===== src/rtl/if_fetch_unit.sv =====
// Fetch-stage PC owner driving a 1-cycle-latency instruction BRAM; pc/valid align with BRAM data.
// Optional feature: define FETCH_MISALIGN_TRAP_EN to trap on misaligned redirect targets.
module if_fetch_unit #(
    parameter logic [31:0] RESET_PC = 32'h0000_0000,
    parameter int          IMEM_AW  = 12
) (
    input  logic               clk,
    input  logic               rst,
    input  logic               stall_i,
    input  logic               redirect_i,
    input  logic [31:0]        redirect_pc_i,
    output logic               imem_en_o,
    output logic [IMEM_AW-1:0] imem_addr_o,
    output logic [31:0]        pc_o,
    output logic [31:0]        pc_plus4_o,
    output logic               valid_o,
    output logic               misalign_o
);

    typedef enum logic [1:0] {
        BOOT,
        RUN,
        TRAP
    } state_t;

    state_t      state_q, state_d;
    logic [31:0] pc_q, next_pc, redirect_tgt;
    logic        valid_q, valid_d;
    logic        redirect_trap;

    // NOTE: every always_comb output gets a default first so no path leaves a latch.
    always_comb begin
        redirect_trap = 1'b0;
`ifdef FETCH_MISALIGN_TRAP_EN
        redirect_tgt  = redirect_pc_i;
        redirect_trap = (redirect_pc_i[1:0] != 2'b00);
`else
        redirect_tgt  = redirect_pc_i & ~32'd3;
`endif
        next_pc = pc_q + 32'd4;
        state_d = state_q;
        valid_d = valid_q;

        if (rst) begin
            next_pc = RESET_PC;
            state_d = BOOT;
            valid_d = 1'b0;
        end else if (redirect_i) begin
            next_pc = redirect_tgt;
            state_d = redirect_trap ? TRAP : RUN;
            valid_d = 1'b1;
        end else begin
            case (state_q)
                BOOT: begin
                    next_pc = RESET_PC;
                    state_d = RUN;
                    valid_d = 1'b1;
                end
                TRAP: begin
                    next_pc = pc_q;
                end
                default: begin
                    // Re-presenting pc_q keeps the BRAM output stable while stalled.
                    if (stall_i) next_pc = pc_q;
                    valid_d = 1'b1;
                end
            endcase
        end
    end

    // NOTE: sequential state uses non-blocking assignments so all registers update together.
    always_ff @(posedge clk) begin
        if (rst) begin
            state_q <= BOOT;
            pc_q    <= RESET_PC;
            valid_q <= 1'b0;
        end else begin
            state_q <= state_d;
            pc_q    <= next_pc;
            valid_q <= valid_d;
        end
    end

    assign imem_addr_o = next_pc[IMEM_AW+1:2];
    assign imem_en_o   = rst | (state_q != TRAP);
    assign pc_o        = pc_q;
    assign pc_plus4_o  = pc_q + 32'd4;
    // A redirect kills whatever instruction is currently arriving from the BRAM.
    assign valid_o     = ~rst & valid_q & ~redirect_i;

`ifdef FETCH_MISALIGN_TRAP_EN
    assign misalign_o = ~rst & (state_q == TRAP);
`else
    assign misalign_o = 1'b0;
`endif

endmodule

===== config.mk =====
export PLATFORM = sky130hd
export DESIGN_NAME = if_fetch_unit
export DESIGN_NICKNAME = d
export VERILOG_FILES = /design/src/rtl/if_fetch_unit.sv
export SDC_FILE = /design/constraint.sdc
export NUM_CORES = 1
export LEC_CHECK = 0
export ABC_AREA = 1
export CAP_MARGIN = 20
export CORE_MARGIN = 2
export CORE_UTILIZATION = 43
export CTS_BUF_LIST = sky130_fd_sc_hd__clkbuf_4
export DETAILED_ROUTE_END_ITERATION = 12
export GPL_ROUTABILITY_DRIVEN = 0
export PLACE_DENSITY = 0.83
export SLEW_MARGIN = 20
export SYNTH_ARGS = -nofsm -noshare
export SYNTH_HDL_FRONTEND = slang
export SYNTH_SLANG_ARGS = --single-unit

===== constraint.sdc =====
create_clock -name clk -period 2.89 [get_ports clk]
set_input_delay 0.867 -clock clk [delete_from_list [all_inputs] [get_ports clk]]
set_output_delay 0.867 -clock clk [all_outputs]
set_load 0.05 [all_outputs]

; ---- Word-level counts from Yosys, hierarchy flattened
; Index checks and enable logic that the tools add are counted.
[word_totals]
regBits = 34
in_bits = 36
output_inout_bits = 79
[op_classes]
add_sub_neg = 1
n_eq_ne = 2
n_mux = 6
bitwise = 4
reduce_logical = 3
[op_table]
columns = op, count
row1 = 32-bit 2-to-1 mux, 3
row2 = 32-bit by 3-bit adder with 32-bit output (second input constant), 1
row3 = 14-bit 2-to-1 mux, 1
row4 = 3-bit by 1-bit != test with 1-bit output (second input constant), 1
row5 = 1-bit bitwise AND, 2
row6 = 2-bit zero test, 1
row7 = 1-bit 2-to-1 mux, 2
row8 = 2-bit by 1-bit != test with 1-bit output (second input constant), 1
row9 = 1-bit NOT, 2
row10 = 2-bit nonzero test, 1
row11 = 2-bit OR reduction, 1

; ---- Logic depth before layout (Yosys ltp)
[logic_depth]
word_depth = 5
ltp_mapped = 10
mapped_depth_nobuf = 10

; ---- Least setup slack after synthesis
; No wires, ideal clock.
[synth_timing]
path_type = register to output
start = register pc_q[2], in the netlist pc_o[2]
end = output imem_addr_o[5]
arrival_time_ns = 3.301
path_slack_ns = -1.278
stages_incl_launch_ff = 7
n_path_buf = 0
cell_sequence = dfxtp_1 > inv_1 > nor2_4 > nand2_1 > xnor2_1 > nand2_1 > a31oi_1
[synth_between]
elab_chain_cells = 5
[synth_rtl]
columns = item, line_no
row1 = from (decl), 27  ; logic [31:0] pc_q, next_pc, redirect_tgt;
row2 = from (signal assigned), 79  ; pc_q <= next_pc;
row3 = 32-bit by 3-bit adder with 32-bit output, n/a
row4 = net pc_plus4_o[7], 15  ; output logic [31:0] pc_plus4_o,
row5 = 32-bit 2-to-1 mux, 64  ; if (stall_i) next_pc = pc_q;
row6 = 32-bit 2-to-1 mux, 53  ; case (state_q)
row7 = 32-bit 2-to-1 mux, 48  ; end else if (redirect_i) begin
row8 = 14-bit 2-to-1 mux, 44  ; if (rst) begin
row9 = to (decl), 13  ; output logic [IMEM_AW-1:0] imem_addr_o,
; The timed path passes the listed nets, and every way through them passes these cells. The select of a mux whose other input is x is not followed.

; ---- Worst setup path in the final report
[layout_timing]
start = register pc_q[8], in the netlist pc_o[8]
end = output imem_addr_o[10]
[layout_between]
elab_chain_cells = 5
[layout_rtl]
columns = item, line_no
row1 = 32-bit by 3-bit adder with 32-bit output, 40  ; next_pc = pc_q + 32'd4;
row2 = 32-bit 2-to-1 mux, 64
row3 = 32-bit 2-to-1 mux, 53
row4 = 32-bit 2-to-1 mux, 48
row5 = 14-bit 2-to-1 mux, 44
; No other way between the ends. The select of a mux whose other input is x is not followed.

==> flow_summary.toml <==
[global_routing]
grt_pass1_vias = 3014
antenna_found_initial = 0
track_usage_pct = 27.0
grt_max_degree = 37
grt_pass1_wl_um = 13800
overflow = 0

[clock_tree]
clock-sinks = 34
cts_tree = "yes"
postCtsHoldBufs = 0
clk_latency_ns = 0.35
cts_inserted_buffers = 5
path_clk_slew_ns = 0.11
cts_max_level = 2
cts_buffer_depth = 2
root_buffer = "clkbuf_4"

[routing]
routed_via_density = 5.15
remaining_drc_errors = 0
routed_wl_um = 9290
num_vias = 3168
drt_pass1_iterations = 5
drtIter0Drc = 184
antenna_left = 0
wl_per_cell_um = 15.1

[worst_setup_path]
worstPathMaxFanout = 5
cp_data_arrival_time_ns = 2.05
path_class = "flip-flop to output port"
cp_data_required_time_ns = 2.02
cpMostUsedCell = "nor2_4"
cp_slowest_stage_delay_ns = 0.42
path_buf_inv = 1
cp_top_family = "simple AND/OR/NAND/NOR gates"
crit_path_top_delay_cell = "dfxtp_4"
crit_path_end_kind = "output port"
crit_chain = "nand2_1, nor2_1, nand2_4, nor2_4, xor2_4, a21oi_2, nor2_4, buf_6"
reg2reg_from = "pc_o[8]"
critPathLaunch = "pc_o[8]"
startpoint_type = "flip-flop"

[final_layout]
final_area_um2 = 4580
seqCellArea_um2 = 707
areaGrowthSynthToFinish_pct = 86.6
fin_nets = 579
drive_gt1_share_pct = 27.4
multiInputGateArea_um2 = 1880
fill_cells = 324
diodes = 0

[logic_synthesis]
synth_warnings = 0
synthFlopType = "dfxtp_1"
ys_seq_elements = 34
synth.largest_area_cell = "dfxtp_1"
postSynth.asyncResetShare_pct = 0
synth_nets = 447
ys_seq_area_share_pct = 27.7
synth_enable_flop_cells = 0
syn_area_per_cell_um2 = 5.98
synthCells = 410
synthTopCellsByArea = "dfxtp_1 (28%), nand2_1 (24%), inv_1 (6.7%), nor2_1 (5.8%), a21oi_1 (4.7%)"
netlist_area_um2 = 2450
synth_cell_types = 26
yosysTopAreaCellShare_pct = 27.7

[sta]
finalWorstSetupSlack_ns = -0.0307
finalSetupViolCount = 1
hold_ws_ns = 0.475
maxSlewHeadroom_pct = 63.5
worst_pin_slew_ns = 0.545
finalClockSkew_ns = 0.00635
finalHoldViolations = 0
max_freq_ghz = 0.342
period_needed_ns = 2.92
period_share_pct = 101
rsz0062_at_grt = "true"
maxSlewViolCount = 0

[hold_path]
hold_class = "flip-flop to flip-flop"
holdCritStartpoint = "pc_o[1]"

[flow_run]
max_cap_violations = 0

[power_and_ir_drop]
ir_worst_vdd_v = 0.000280
powerDensity_nw_per_um2 = 320
p_leak_nw = 1.89

[outcome]
violations = "negative setup slack"
status = "finished with violations"

[placed_design]
dpl.hpwl_um = 6260
place_area_um2 = 4330
port_buffers = 110

[die]
die_h_um = 79.5
start_util_pct = 44.6
row_count = 27
io_pins = 115
die_area_um2 = 6330
die_w_um = 79.5
core_um2 = 5510
## sequential cells by signal, summed over array words and instances (netlist names)
| signal | flops |
|---|---|
| pc_o | 32 |
| state_q | 1 |
| valid_q | 1 |
## what timing repair did
item | 4_1_cts | 5_1_grt
cloned | 0 | 0
setup buffers | 5 | 9
pin swaps | 4 | 12
gates resized for setup | 17 | 13
endpoints found under the setup margin | 14 | 19
## synth_stat cells, types with 2 or more instances
cell type and count:
o21ai_0 18, clkbuf_1 8, inv_2 2, a21oi_1 23
xnor2_1 5, dfxtp_1 34, xor2_2 4, nand3_1 13
buf_4 5, nor2_1 38, nor2_2 4, conb_1 2
a31oi_1 16, xor2_1 5, buf_2 5, a22o_1 3
nand3b_1 4, and2_1 5, nand2_1 160, nor2_4 7
inv_1 44
## cell type report
cell class | count | share of cell area [%]
timing repair buffer | 144 | 36.4
tap | 72 | 1.97
inverter | 46 | 3.96
multi-input combinational | 311 | 41.0
clock inverter | 2 | 0.191
sequential | 34 | 15.4
clock buffer | 6 | 0.984
## logic make-up (layout without fill, tap and decap cells)
group / count (synthesis) / count (layout) / synth area share, %
AOI/OAI and AO/OA: 61 / 61 / 13.9
other: 2 / 2 / 0.306
DFF: 34 / 34 / 27.7
adders and majority gates: 1 / 1 / 0.510
buffers and inverters: 65 / 198 / 11.0
xor gates and xnor gates: 14 / 14 / 6.22
and+or+nand+nor: 233 / 233 / 40.4
## tightest hold or removal path, stage by stage (launching register included)
cell and delay (ns):
dfxtp_1 0.34, nand2_1 0.07, nor2_1 0.04
## metrics by stage
step	utilization (%)	setup TNS (ns)	setup slack, ns	instances	total power, W
5_1_grt	83.1	-0.594	-0.0967	615	0.00152
3_5_place_dp	78.6	-3.58	-0.404	593	0.00118
4_1_cts	81.1	0	0.00289	606	0.00145
6_report	83.1	-0.0307	-0.0307	615	0.00147
3_3_place_gp	78.6	-3.29	-0.339	593	0.00117
2_1_floorplan	-	-0.412	-0.168	410	0.000901
## worst paths after layout
path / to / slack [ns] / cells after the start
max reg2reg: pc_o[12] / 1.07 / 9
max: imem_addr_o[10] / -0.03 / 8
min reg2reg: pc_o[1] / 0.48 / 2
min: pc_o[1] / 0.48 / 2
## layout by cell type (no fill, tap or decap), types with 5 or more instances in the layout
master	n
nand3_1	12
a21oi_1	20
a31oi_1	8
buf_4	37
nor2_2	6
buf_6	5
xor2_2	5
clkbuf_4	6
nor2_1	32
inv_1	43
buf_12	32
nor2_4	11
nand2_1	153
o21ai_0	18
clkdlybuf4s50_1	67
a31oi_4	8
dfxtp_1	23
dfxtp_2	6
nand2_2	6
dfxtp_4	5
## power breakdown
part	switching (W)	internal [W]	leakage, nW	total [W]
registers	0.0000444	0.000494	0.286	0.000539
logic	0.000380	0.000270	1.57	0.000650
clock network	0.000176	0.000101	0.0331	0.000277
total	0.000601	0.000865	1.89	0.00147
## per-layer routing
metal	vias to the layer above	global-route usage [%]	wire [um]	part of all wire, %
met5	-	0	0	0
met4	0	7.07	215	2.3
met3	22	4.30	626	6.7
met2	147	49.8	4880	53
met1	1459	32.3	3570	38
li1	1540	-	-	-
Power figures use the tool's default switching activity.
